File: config.mk
export PLATFORM = sky130hd
export DESIGN_NAME = fpmul_share_arb
export DESIGN_NICKNAME = d
export VERILOG_FILES = /design/src/rtl/fpmul_share_pkg.sv /design/src/rtl/fpmul_share_arb_rr_arbiter.sv /design/src/rtl/fpmul_share_arb.sv
export SDC_FILE = /design/constraint.sdc
export NUM_CORES = 1
export LEC_CHECK = 0
export BUFFER_PORTS_ARGS = -buffer_cell sky130_fd_sc_hd__buf_4
export CAP_MARGIN = 20
export CELL_PAD_IN_SITES_DETAIL_PLACEMENT = 1
export CELL_PAD_IN_SITES_GLOBAL_PLACEMENT = 2
export CORE_MARGIN = 2
export CORE_UTILIZATION = 29
export DETAILED_ROUTE_END_ITERATION = 10
export PLACE_DENSITY_LB_ADDON = 0.1
export SETUP_SLACK_MARGIN = 0.4
export SYNTH_ARGS = -nofsm -noshare
export SYNTH_HDL_FRONTEND = slang
export SYNTH_SLANG_ARGS = --single-unit
File: constraint.sdc
create_clock -name clk -period 8.65 [get_ports clk]
set_input_delay 0.865 -clock clk [delete_from_list [all_inputs] [get_ports clk]]
set_output_delay 0.865 -clock clk [all_outputs]
set_load 0.1 [all_outputs]
File: src/rtl/fpmul_share_pkg.sv
// Shared types and helpers for the FP multiplier sharing arbiter.
package fpmul_share_pkg;

  localparam int unsigned FP_W     = 32;
  // Upper bounds so the tag and pick types stay fixed-width for any legal NREQ.
  localparam int unsigned MAX_NREQ = 8;
  localparam int unsigned MAX_IDW  = 3;
  localparam int unsigned CAND_W   = MAX_IDW + 1;

  typedef struct packed {
    logic               v;
    logic [MAX_IDW-1:0] id;
  } tag_t;

  typedef struct packed {
    logic               found;
    logic [MAX_IDW-1:0] idx;
  } pick_t;

  // Round-robin pick: first set bit of req scanning from ptr+1 upward, wrapping at nreq.
  function automatic pick_t rr_pick(input logic [MAX_NREQ-1:0] req,
                                    input logic [MAX_IDW-1:0]  ptr,
                                    input int unsigned         nreq);
    pick_t             res;
    logic [CAND_W-1:0] cand;
    res = '0;
    for (int unsigned off = 1; off <= MAX_NREQ; off++) begin
      cand = {1'b0, ptr} + CAND_W'(off);
      if (cand >= CAND_W'(nreq)) cand = cand - CAND_W'(nreq);
      if (off <= nreq && !res.found && req[cand[MAX_IDW-1:0]]) begin
        res.found = 1'b1;
        res.idx   = cand[MAX_IDW-1:0];
      end
    end
    return res;
  endfunction

endpackage

File: src/rtl/fpmul_share_arb_rr_arbiter.sv
// Round-robin arbiter: combinational one-hot grant plus last-winner pointer.
module rr_arbiter
  import fpmul_share_pkg::*;
#(
  parameter int unsigned NREQ = 4,
  parameter int unsigned IDW  = 2
) (
  input  logic            clk,
  input  logic            reset,
  input  logic            en,
  input  logic [NREQ-1:0] req,
  output logic [NREQ-1:0] grant,
  output logic [IDW-1:0]  grant_idx,
  output logic            grant_vld
);

  logic [IDW-1:0]      ptr;
  logic [MAX_NREQ-1:0] req_ext;
  logic [MAX_IDW-1:0]  ptr_ext;
  pick_t               pick;

  // Priority pick starting just after the previous winner.
  always_comb begin
    req_ext             = '0;
    req_ext[NREQ-1:0]   = req;
    ptr_ext             = '0;
    ptr_ext[IDW-1:0]    = ptr;
    pick                = rr_pick(req_ext, ptr_ext, NREQ);
    grant_vld           = en & pick.found;
    grant_idx           = pick.idx[IDW-1:0];
    grant               = '0;
    if (grant_vld) grant[grant_idx] = 1'b1;
  end

  // Pointer resets to NREQ-1 so requester 0 wins first; moves only on a grant.
  always_ff @(posedge clk or posedge reset) begin
    if (reset) begin
      ptr <= IDW'(NREQ - 1);
    end else if (grant_vld) begin
      ptr <= grant_idx;
    end
  end

endmodule

File: src/rtl/fpmul_share_arb.sv
// Shares one pipelined FP multiplier among NREQ requesters with tag-based result routing.
module fpmul_share_arb
  import fpmul_share_pkg::*;
#(
  parameter int unsigned NREQ    = 4,
  parameter int unsigned MUL_LAT = 8,
  parameter int unsigned IDW     = 2,
  parameter int unsigned CNTW    = 16
) (
  input  logic                 clk,
  input  logic                 reset,
  input  logic                 en,
  input  logic [NREQ-1:0]      req_valid,
  output logic [NREQ-1:0]      req_ready,
  input  logic [NREQ*FP_W-1:0] req_a,
  input  logic [NREQ*FP_W-1:0] req_b,
  output logic                 mul_valid,
  output logic [FP_W-1:0]      mul_a,
  output logic [FP_W-1:0]      mul_b,
  input  logic                 mul_res_valid,
  input  logic [FP_W-1:0]      mul_res,
  output logic [NREQ-1:0]      rsp_valid,
  output logic [FP_W-1:0]      rsp_data,
  output logic [IDW-1:0]       rsp_id,
  output logic                 busy,
  output logic [CNTW-1:0]      issued_cnt,
  output logic                 err
);

  localparam int unsigned DRW = $clog2(MUL_LAT + 2);

  logic [DRW-1:0]  drain;
  logic            arb_en;
  logic            xfer;
  logic [IDW-1:0]  gidx;
  logic [FP_W-1:0] sel_a;
  logic [FP_W-1:0] sel_b;
  logic [IDW-1:0]  mul_id;
  tag_t            stage [MUL_LAT];
  logic [IDW-1:0]  last_id;

  // Results emerging while draining may belong to pre-reset work, so grants wait too.
  assign arb_en  = en & (drain == '0);
  assign last_id = stage[MUL_LAT-1].id[IDW-1:0];

  rr_arbiter #(
    .NREQ (NREQ),
    .IDW  (IDW)
  ) u_arb (
    .clk       (clk),
    .reset     (reset),
    .en        (arb_en),
    .req       (req_valid),
    .grant     (req_ready),
    .grant_idx (gidx),
    .grant_vld (xfer)
  );

  // Operand mux for the winning requester.
  always_comb begin
    sel_a = req_a[gidx*FP_W +: FP_W];
    sel_b = req_b[gidx*FP_W +: FP_W];
  end

  // Multiplier input register; operands hold when idle.
  always_ff @(posedge clk or posedge reset) begin
    if (reset) begin
      mul_valid  <= 1'b0;
      mul_a      <= '0;
      mul_b      <= '0;
      mul_id     <= '0;
      issued_cnt <= '0;
    end else begin
      mul_valid <= xfer;
      if (xfer) begin
        mul_a      <= sel_a;
        mul_b      <= sel_b;
        mul_id     <= gidx;
        issued_cnt <= issued_cnt + CNTW'(1);
      end
    end
  end

  // Tag pipe runs alongside the multiplier; last stage lines up with mul_res_valid.
  always_ff @(posedge clk or posedge reset) begin
    if (reset) begin
      for (int i = 0; i < MUL_LAT; i++) stage[i] <= '0;
    end else begin
      stage[0] <= '{v: mul_valid, id: MAX_IDW'(mul_id)};
      for (int i = 1; i < MUL_LAT; i++) stage[i] <= stage[i-1];
    end
  end

  // Busy whenever anything sits in the input register or the tag pipe.
  always_comb begin
    busy = mul_valid;
    for (int i = 0; i < MUL_LAT; i++) busy = busy | stage[i].v;
  end

  // Post-reset drain counter covering the multiplier's un-reset pipeline.
  always_ff @(posedge clk or posedge reset) begin
    if (reset) begin
      drain <= DRW'(MUL_LAT + 1);
    end else if (drain != '0) begin
      drain <= drain - DRW'(1);
    end
  end

  // Response routing and sticky tag/result consistency check.
  always_ff @(posedge clk or posedge reset) begin
    if (reset) begin
      rsp_valid <= '0;
      rsp_data  <= '0;
      rsp_id    <= '0;
      err       <= 1'b0;
    end else begin
      rsp_valid <= '0;
      if (drain == '0) begin
        if (mul_res_valid != stage[MUL_LAT-1].v) err <= 1'b1;
        if (mul_res_valid && stage[MUL_LAT-1].v) begin
          rsp_valid[last_id] <= 1'b1;
          rsp_data           <= mul_res;
          rsp_id             <= last_id;
        end
      end
    end
  end

endmodule
==> summary.md, run 1 <==
The flow ran to the end, and the final reports show no timing, DRC or antenna violations. Buffers plus inverters on the worst setup path: 3. For the final database, setup skew stands at 0.0153 ns. The biggest area contributor in the post-synthesis netlist is dfrtp_1. For the worst flop-to-flop path, the logic depth is 9. In this run the static leakage power is 6.18 nW. The critical path goes through inv_1, ha_1, mux2_2, buf_4, o21ai_4, mux2_4, nor3_1, buf_4. The routed layout has 8857 vias.

The floorplan step defined a core boundary enclosing 0.0298 mm². The mean area per synthesized cell is 9.67 µm², and the clock period minus final worst setup slack is 5.08 ns. The initial antenna violation count was 2; the placer congestion estimate was 0.771. The tree is rooted in a clkbuf_16.

Of all nets on the critical path, the largest fanout is 65. At the end of the flow, the number of nets in the layout was 1579. Launch instance of the worst register-to-register path: u_arb.ptr[0]$_DFFE_PP1P_.

For this run, the leading register cell type out of synthesis is dfrtp_1. For hold timing, the worst endpoint is last_id[1]$_DFF_PP0_. The tools report the post-cts gate resize count as 0.

The wire length of the first global-routing pass is 54900 µm. Across all register-to-register paths, the minimum setup slack is 4.10 ns. The layer flagged by global routing as most heavily used is met2. The share of the Yosys chip area taken by registers is 43.3%. Summing the areas of all compound-gate instances in the mapped netlist gives 13.2% of the synthesized area.

The H-tree generated during clock tree synthesis spans 4 levels. Input and output buffers added on the ports amount to 420. The finished cells cover 0.0129 mm². Synthesis inferred 152 register bits. The number of routed nets with antenna violations was 0; the number of nets produced by synthesis was 1211.

Final number of setup-violating endpoints: 0. Cell with the most instances on the worst path: buf_4. The min-delay analysis places its worst path in the category reg -> reg.

Yosys mapped a number of flops with a built-in enable equal to 0. Worst hold slack across all endpoints: 0.345 ns. STA puts the critical path data required time at 7.79 ns.

TritonCTS built the clock tree. The worst path uses 58.7% of the clock period. Of the cells placed in the final design, the portion with a size suffix greater than 1 is 37.8%.

Number of maximum-capacitance constraint violations: 0. The tools report the peak supply drop as 0.288 mV. Number of placement rows: 63. Initial standard-cell utilization of the core: 29.6%. Measured along the x axis, the die boundary spans 178 µm.

Entering global routing, the biggest net connects 94 pins. The critical path is of the reg -> out type. The run gives 9231 as the number of global-route vias before repair. Actual transition at the worst max-transition pin: 1.06 ns. The final routed wirelength across all metal layers is 36600 µm.

For this design, the sink count on the clock tree is 152. The floorplan step set the die height to 178 µm. Global routing consumed, over all layers together, 22.8% of the routing resources. For the hold-fix buffer count after cts, the log shows 0. The library cell used most frequently in the layout, excluding fill and tap cells, is buf_4. The proportion of netlist area held by the largest area contributor works out to 42.1%. Summed over all failing endpoints, the final setup total negative slack is 0 ns. The post-synthesis mux area share was 16.2%; the layout overhead on the synthesized area was 45.9%. The xor and xnor area share after synthesis is 1.69%, and the simple-gate portion of the synthesized area is 20.6%. Setup repair after global routing left no endpoint under its margin. STA classifies the critical path startpoint as a register.

In the global route stage, met1 resource usage came out at 27.8%. The number of filler instances in the final layout is 3460. In the layout the commonest cells are buf_4, nand2_1, dfrtp_1.

Counting flops with an async set or reset pin after synthesis yields a share of 100%. The logs give 0.00881 mm² for the post-synthesis instance area and 459 for the number of DRC markers in iteration 0. At the worst endpoint, the arrival time is 4.22 ns. Synthesis handed over a netlist of 911 instances. Adder and majority gate portion of the synthesized area: 0.568%.

After clock tree synthesis, the clock-pin slew on the worst setup and hold paths is 0.07 ns. Counting distinct cell types in the post-synthesis netlist gives 46. Using the TritonRoute via totals, the vias-per-cell ratio works out to 5.27. The final-report hold violation count was 0; the residual overflow from global routing was 0. For this run, the number of Yosys warnings is 0. Sorting the synthesized cells by area gives the leading types as dfrtp_1, mux2i_1, nand2_1. The number of design rule violations left after detail routing is 0. In the global route stage, met3 resource usage came out at 7.61%.

The tools report the hold path startpoint as stage[5]$_DFF_PP0_. The floorplan step defined a die boundary enclosing 0.0318 mm². In the final routed layout, each cell accounts on average for 21.8 µm. The tools report the sort of element at the end of the critical path as a primary output. For this run, the slowest stage of the critical path takes 1.09 ns. For met2 alone, demand over resource in global routing was 38.2%. The run gives 29.3% as the tightest slew margin relative to the limit. By area, the combinational part of the netlist is dominated by simple AND/OR/NAND/NOR gates. The tools report the clock latency of the later-clocked register in the worst-skew pair as 0.45 ns.

The tools report the destination of the worst register-to-register timing path as mul_b[26]$_DFFE_PP0P_. 421 I/O pins were placed. The placed instances occupy a cell area of 0.0122 mm². After clock tree synthesis, the setup repair step added 0 buffers. The tools report the number of slew-limit violations in the final report as 0.

The tools report the HPWL after detailed placement as 26300 µm. The run gives 17 as the clock buffer count from CTS. The number of stages on the worst hold path came out at 0.

Among cell families on the critical path, the largest total delay comes from buffers and inverters. The first TritonRoute pass finished after 4 iterations. Total power: 6.24 mW. The maximum frequency from static timing analysis is 197 MHz, and the cell area power density is 485 mW/mm². The clock passes through at most 2 buffers. For this design, the slowest cell found on the critical path is dfstp_4.
[power breakdown]
part           internal (mW)  total [mW]  switching [mW]
clock                  0.491       0.839           0.347
sequential             0.990        1.20           0.215
combinational           1.14        4.19            3.05
total                   2.62        6.24            3.61
[how the worst max path moves through the flow]
stage                        end  slack, ns                startpoint  depth (start not counted)
global route        req_ready[1]       3.27  u_arb.ptr[0]$_DFFE_PP1P_                          8
CTS                 req_ready[1]       3.51  u_arb.ptr[0]$_DFFE_PP1P_                          8
floorplan           req_ready[1]       3.45  u_arb.ptr[0]$_DFFE_PP1P_                         10
global placement    req_ready[1]       4.05  u_arb.ptr[0]$_DFFE_PP1P_                          8
finish              req_ready[1]       3.57  u_arb.ptr[0]$_DFFE_PP1P_                          8
detailed placement  req_ready[1]       3.99  u_arb.ptr[0]$_DFFE_PP1P_                          8
[per-stage QoR]
step,worst slack (ns),std cells,util [%]
after CTS,3.51,1681,43.1
final,3.57,1682,43.1
after global routing,3.27,1682,43.1
after floorplan,3.45,911,-
after detailed placement,3.99,1650,41.0
after global placement,4.05,1650,41.0
[sequential cells by signal (all words and copies together) (netlist names)]
name	count
drain	4
err	1
issued_cnt	16
last_id	2
mul_a	32
mul_b	32
mul_id	2
mul_valid	1
rsp_data	32
rsp_id	2
rsp_valid	4
stage	22
u_arb.ptr	2
[worst register-to-register path, delay by kind of cell (launching register included)]
kind / cells / cell delay [ns]
buffers and inverters: 3 / 1.41
AO/OA/AOI/OAI: 2 / 0.36
flip-flops: 1 / 1.09
adder cells (fa/ha/maj): 1 / 0.38
multiplexers: 3 / 1.15
[cells in the mapped netlist (3+ instances only)]
| master | number |
|---|---|
| nand2_1 | 181 |
| dfrtp_1 | 148 |
| mux2i_1 | 134 |
| nand4_1 | 67 |
| or3_1 | 66 |
| o211ai_1 | 60 |
| o2111ai_1 | 59 |
| clkbuf_1 | 49 |
| buf_2 | 17 |
| nor2_1 | 15 |
| buf_1 | 13 |
| xnor2_1 | 10 |
| and2_1 | 8 |
| nor3_1 | 8 |
| xor2_1 | 7 |
| nand3b_1 | 6 |
| a41oi_1 | 5 |
| buf_6 | 5 |
| inv_1 | 5 |
| o21ai_1 | 5 |
| dfstp_2 | 4 |
| ha_1 | 4 |
| nand3_1 | 4 |
| and3_1 | 3 |
[metal layers]
layer	part of all wire, %	wire, µm	vias to the layer above
li1	-	-	4144
met1	41	14900	4363
met2	49	17800	307
met3	8.8	3220	41
met4	1.9	689	2
met5	0.035	13	-
[final cells by class]
class                           count  area [µm²]  share of cell area [%]
Clock buffer                       17         425                    3.31
Clock inverter                     14         211                    1.65
Antenna cell                        1        2.50                  0.0195
Timing Repair Buffer              434        3260                    25.4
Tap cell                          390         488                    3.80
Inverter                            6        27.5                   0.214
Sequential cell                   152        3810                    29.7
Multi-Input combinational cell    668        4630                    36.0
[cells by family after synthesis]
logic type                 Yosys count
AOI/OAI and AO/OA                  142
xor gates and xnor gates            17
adders and majority gates            4
buffers and inverters               91
DFF                                152
muxes                              139
and+or+nand+nor                    366
(Power assumes the default switching activity.)
==> run 2: changes to the inputs <==
--- a/config.mk
+++ b/config.mk
@@ -10,7 +10,7 @@
 export CELL_PAD_IN_SITES_DETAIL_PLACEMENT = 1
 export CELL_PAD_IN_SITES_GLOBAL_PLACEMENT = 2
 export CORE_MARGIN = 2
-export CORE_UTILIZATION = 29
+export CORE_UTILIZATION = 24
 export DETAILED_ROUTE_END_ITERATION = 10
 export PLACE_DENSITY_LB_ADDON = 0.1
 export SETUP_SLACK_MARGIN = 0.4
==> constraint.sdc (replaced) <==
create_clock -name clk -period 4.63 [get_ports clk]
set_input_delay 0.463 -clock clk [delete_from_list [all_inputs] [get_ports clk]]
set_output_delay 0.463 -clock clk [all_outputs]
set_load 0.1 [all_outputs]
==> summary.md, run 2 (synthesis results as in run 1) <==
The run finished with clean final reports. The arrival time at the worst endpoint is 3.46 ns (-0.76 ns). The launch instance of the worst register-to-register path was u_arb.ptr[0]$_DFFE_PP1P_. For the placer congestion estimate, the log shows 0.725 (-5.9%). The cell area power density is 905 mW/mm² (+87%), and the global routing usage on met3 is 5.94% (-1.7 points). The run gives 0.45 ns (about the same) as the clock latency of the later-clocked register in the worst-skew pair. The tools report the peak supply drop as 0.610 mV (+110%). The maximum number of pins on one net before global-route repair is 153 (+63%). The tools report the final number of setup-violating endpoints as 0 (unchanged).

The hold path startpoint is mul_res[28]. The largest registers in the layout are mul_a: 32 flops, mul_b: 32 flops, rsp_data: 32 flops. The die outline height works out to 196 µm (+9.7%). Setup repair after global routing left no endpoint under its margin. The tools report the worst setup skew after layout as 0.00867 ns (-0.00658 ns). Maximum fanout along the worst path: 32 (-51%). The critical path in this run is classified as reg -> out. The run gives 0.0382 mm² (+20%) as the area of the die. The detailed-route via count was 8818 (-0.44%). The run gives 4 (unchanged) as the number of iterations in the first detailed-routing pass.

The residual overflow from global routing is 0 (unchanged), and the met1 track demand over resource is 24.7% (-3.1 points). The layout overhead on the synthesized area is 47.7%. The clock power share was 12.6% (-0.8 points); the power share of the sequential group was 18.4% (-0.9 points).

The logs give 4.17 ns (-3.62 ns) for the data required time of the critical path and 152 (unchanged) for the sink count of the clock tree. The buffer cell driving the clock tree root was clkbuf_16. Horizontal extent of the die: 196 µm (+9.7%).

The logs give 394 (-14%) for the number of DRC markers in iteration 0 and 0.0363 mm² (+22%) for the placeable core region. Maximum frequency from static timing analysis: 255 MHz. The logs give 0.0124 mm² (+1.4%) for the instance area at placement and 4 (unchanged) for the count of H-tree levels built during CTS. The HPWL after detailed placement is 27000 µm (+3.0%), and the path depth of the worst reg2reg path is 10 (+1).

Number of stages on the worst hold path: 3 (+3). The tools report the worst setup path startpoint as u_arb.ptr[0]$_DFFE_PP1P_. For the final-report hold violation count, the log shows 0 (unchanged). The fraction of power consumed by combinational cells was 69.0% (+1.8 points); the ratio of final minimum period to clock period was 84.8%. Quantity of I/O buffers inserted on ports: 420 (unchanged).

The cell with the most instances on the worst path is buf_4. The delay of the slowest cell on the worst path is 0.72 ns (-0.37 ns), and the initial standard-cell utilization of the core is 24.2% (-5.3 points). TritonCTS built the clock tree. Walking the worst path, the cells encountered are inv_1, ha_1, or2_2, o22ai_2, o21ai_4, buf_4, mux2_4, nor3_2, buf_4. Post-layout net count: 1583 (+0.25%). The post-layout instance area is 0.0130 mm² (+1.2%). The accumulated negative setup slack was 0 ns (unchanged); the met2 track demand over resource was 33.9% (-4.3 points).

The buffers plus inverters on the worst setup path is 3 (unchanged), and the leakage power summed over all cells is 6.20 nW (+0.31%). The number of setup buffers added after CTS was 0 (unchanged); the final routed wirelength across all metal layers was 39000 µm (+6.5%). The slowest stage of the critical path is the dfstp_4 cell.

The destination of the worst register-to-register timing path is mul_b[30]$_DFFE_PP0P_. The routed wirelength normalized by instance count is 22.1 µm (+1.3%). The run gives 9403 (+1.9%) as the number of global-route vias before repair.

Leaving out fill and tap cells, the most frequent cells in the layout are buf_4, nand2_1, dfrtp_1. The smallest clock period supported by the final layout is computed as 3.92 ns. The path with the worst hold slack has its endpoint at rsp_data[28]$_DFFE_PP0P_. For the net switching component of the power, the log shows 6.93 mW (+92%). Grouping stages by cell kind, the critical path spends the most delay in flip-flops.

The number of slew-limit violations in the final report is 0 (unchanged), and the number of design rule violations left after detail routing is 0 (unchanged). The detailed-route vias per instance was 4.99 (-5.3%); the wire length of the first global-routing pass was 58700 µm (+6.9%). The tightest min-delay check is of the in -> reg type. The tools report the I/O pin count as 421 (unchanged). The tools report the number of buffers between clock root and the deepest sink as 2 (unchanged). The logic depth of the worst setup path including buffers was 9 (+1); the number of maximum-capacitance constraint violations was 0 (unchanged). Initial antenna violation count: 5 (+3). Number of placement rows: 70 (+11%). The tools report the slack of the worst reg-to-reg path as 0.97 ns (-3.13 ns). The tools report the sort of element at the end of the critical path as a primary output. The library cell used most frequently in the layout, excluding fill and tap cells, is buf_4. Tightest slew margin relative to the limit: 29.5% (+0.18 points). The internal power was 4.85 mW (+85%); the clock buffer count from CTS was 17 (unchanged). The actual transition at the worst max-transition pin was 1.06 ns (-0.00270 ns).

The share of final-layout standard cells stronger than drive strength 1 came out at 38.2% (+0.39 points). In this run the most used layer during global routing was met2. Startpoint type of the worst setup path: a register. The clock-pin transition on the worst setup and hold timing paths was 0.07 ns (about the same); the fraction of power spent switching nets was 58.9% (+0.94 points).

The number of routed nets with antenna violations came out at 0 (unchanged). The global-route usage over all layers came out at 20.2% (-2.6 points).
==> run 2: cell count changes in the layout (fill, tap and decap cells not counted), sizes merged <==
cell,change
clkinvlp,+1
clkinv,+2
diode,+3
bufinv,-2
buf,+4
==> run 2: layout make-up <==
type	count	area (µm²)
fillers	4198	23300
multi-input cells	668	4640
flip-flops and latches	152	3810
repair buffers	438	3330
well taps	468	586
clock buffers	17	425
clock inverters	15	184
inverters	6	26.3
diodes	4	10.0
==> run 2: through the flow <==
step           hold slack (ns)  util, %  power (mW)  setup slack [ns]  std cells
2_1_floorplan            0.331        -        8.29             0.620        911
3_3_place_gp             0.333     34.1        10.3             0.996       1732
3_5_place_dp             0.336     34.1        10.4             0.932       1732
4_1_cts                  0.174     35.8        12.0             0.474       1764
5_1_grt                  0.187     35.8        12.4             0.507       1768
6_report                 0.201     35.8        11.8             0.706       1768
==> run 2: how the worst max path moves through the flow <==
stage	end	slack, ns
2_1_floorplan	req_ready[2]	0.62
3_3_place_gp	req_ready[0]	1.0
3_5_place_dp	mul_b[30]$_DFFE_PP0P_	0.93
4_1_cts	req_ready[0]	0.47
5_1_grt	req_ready[1]	0.51
6_report	req_ready[1]	0.71
==> run 2: tightest hold or removal path: stages <==
cell and delay (ns):
buf_4 0.08, nand2_1 0.04, nand2_1 0.04
==> run 2: power by group through the flow <==
stage / logic [mW] / clock network, mW / registers [mW]
global route: 8.60 / 1.60 / 2.25
finish: 8.13 / 1.48 / 2.16
detailed placement: 8.22 / 0 / 2.19
CTS: 8.24 / 1.54 / 2.18
floorplan: 3.37 / 0 / 4.92
global placement: 8.16 / 0 / 2.18
==> run 2: timing repair <==
item,in CTS,in global routing
gates resized for setup,0,1
setup endpoints to repair,0,1
hold buffers,0,0
==> run 2: metal layers <==
metal  vias to the layer above  wire length [µm]
met4                         2               899
met1                      4302             16100
met5                         -                13
li1                       4160                 -
met2                       313             19300
met3                        41              2800
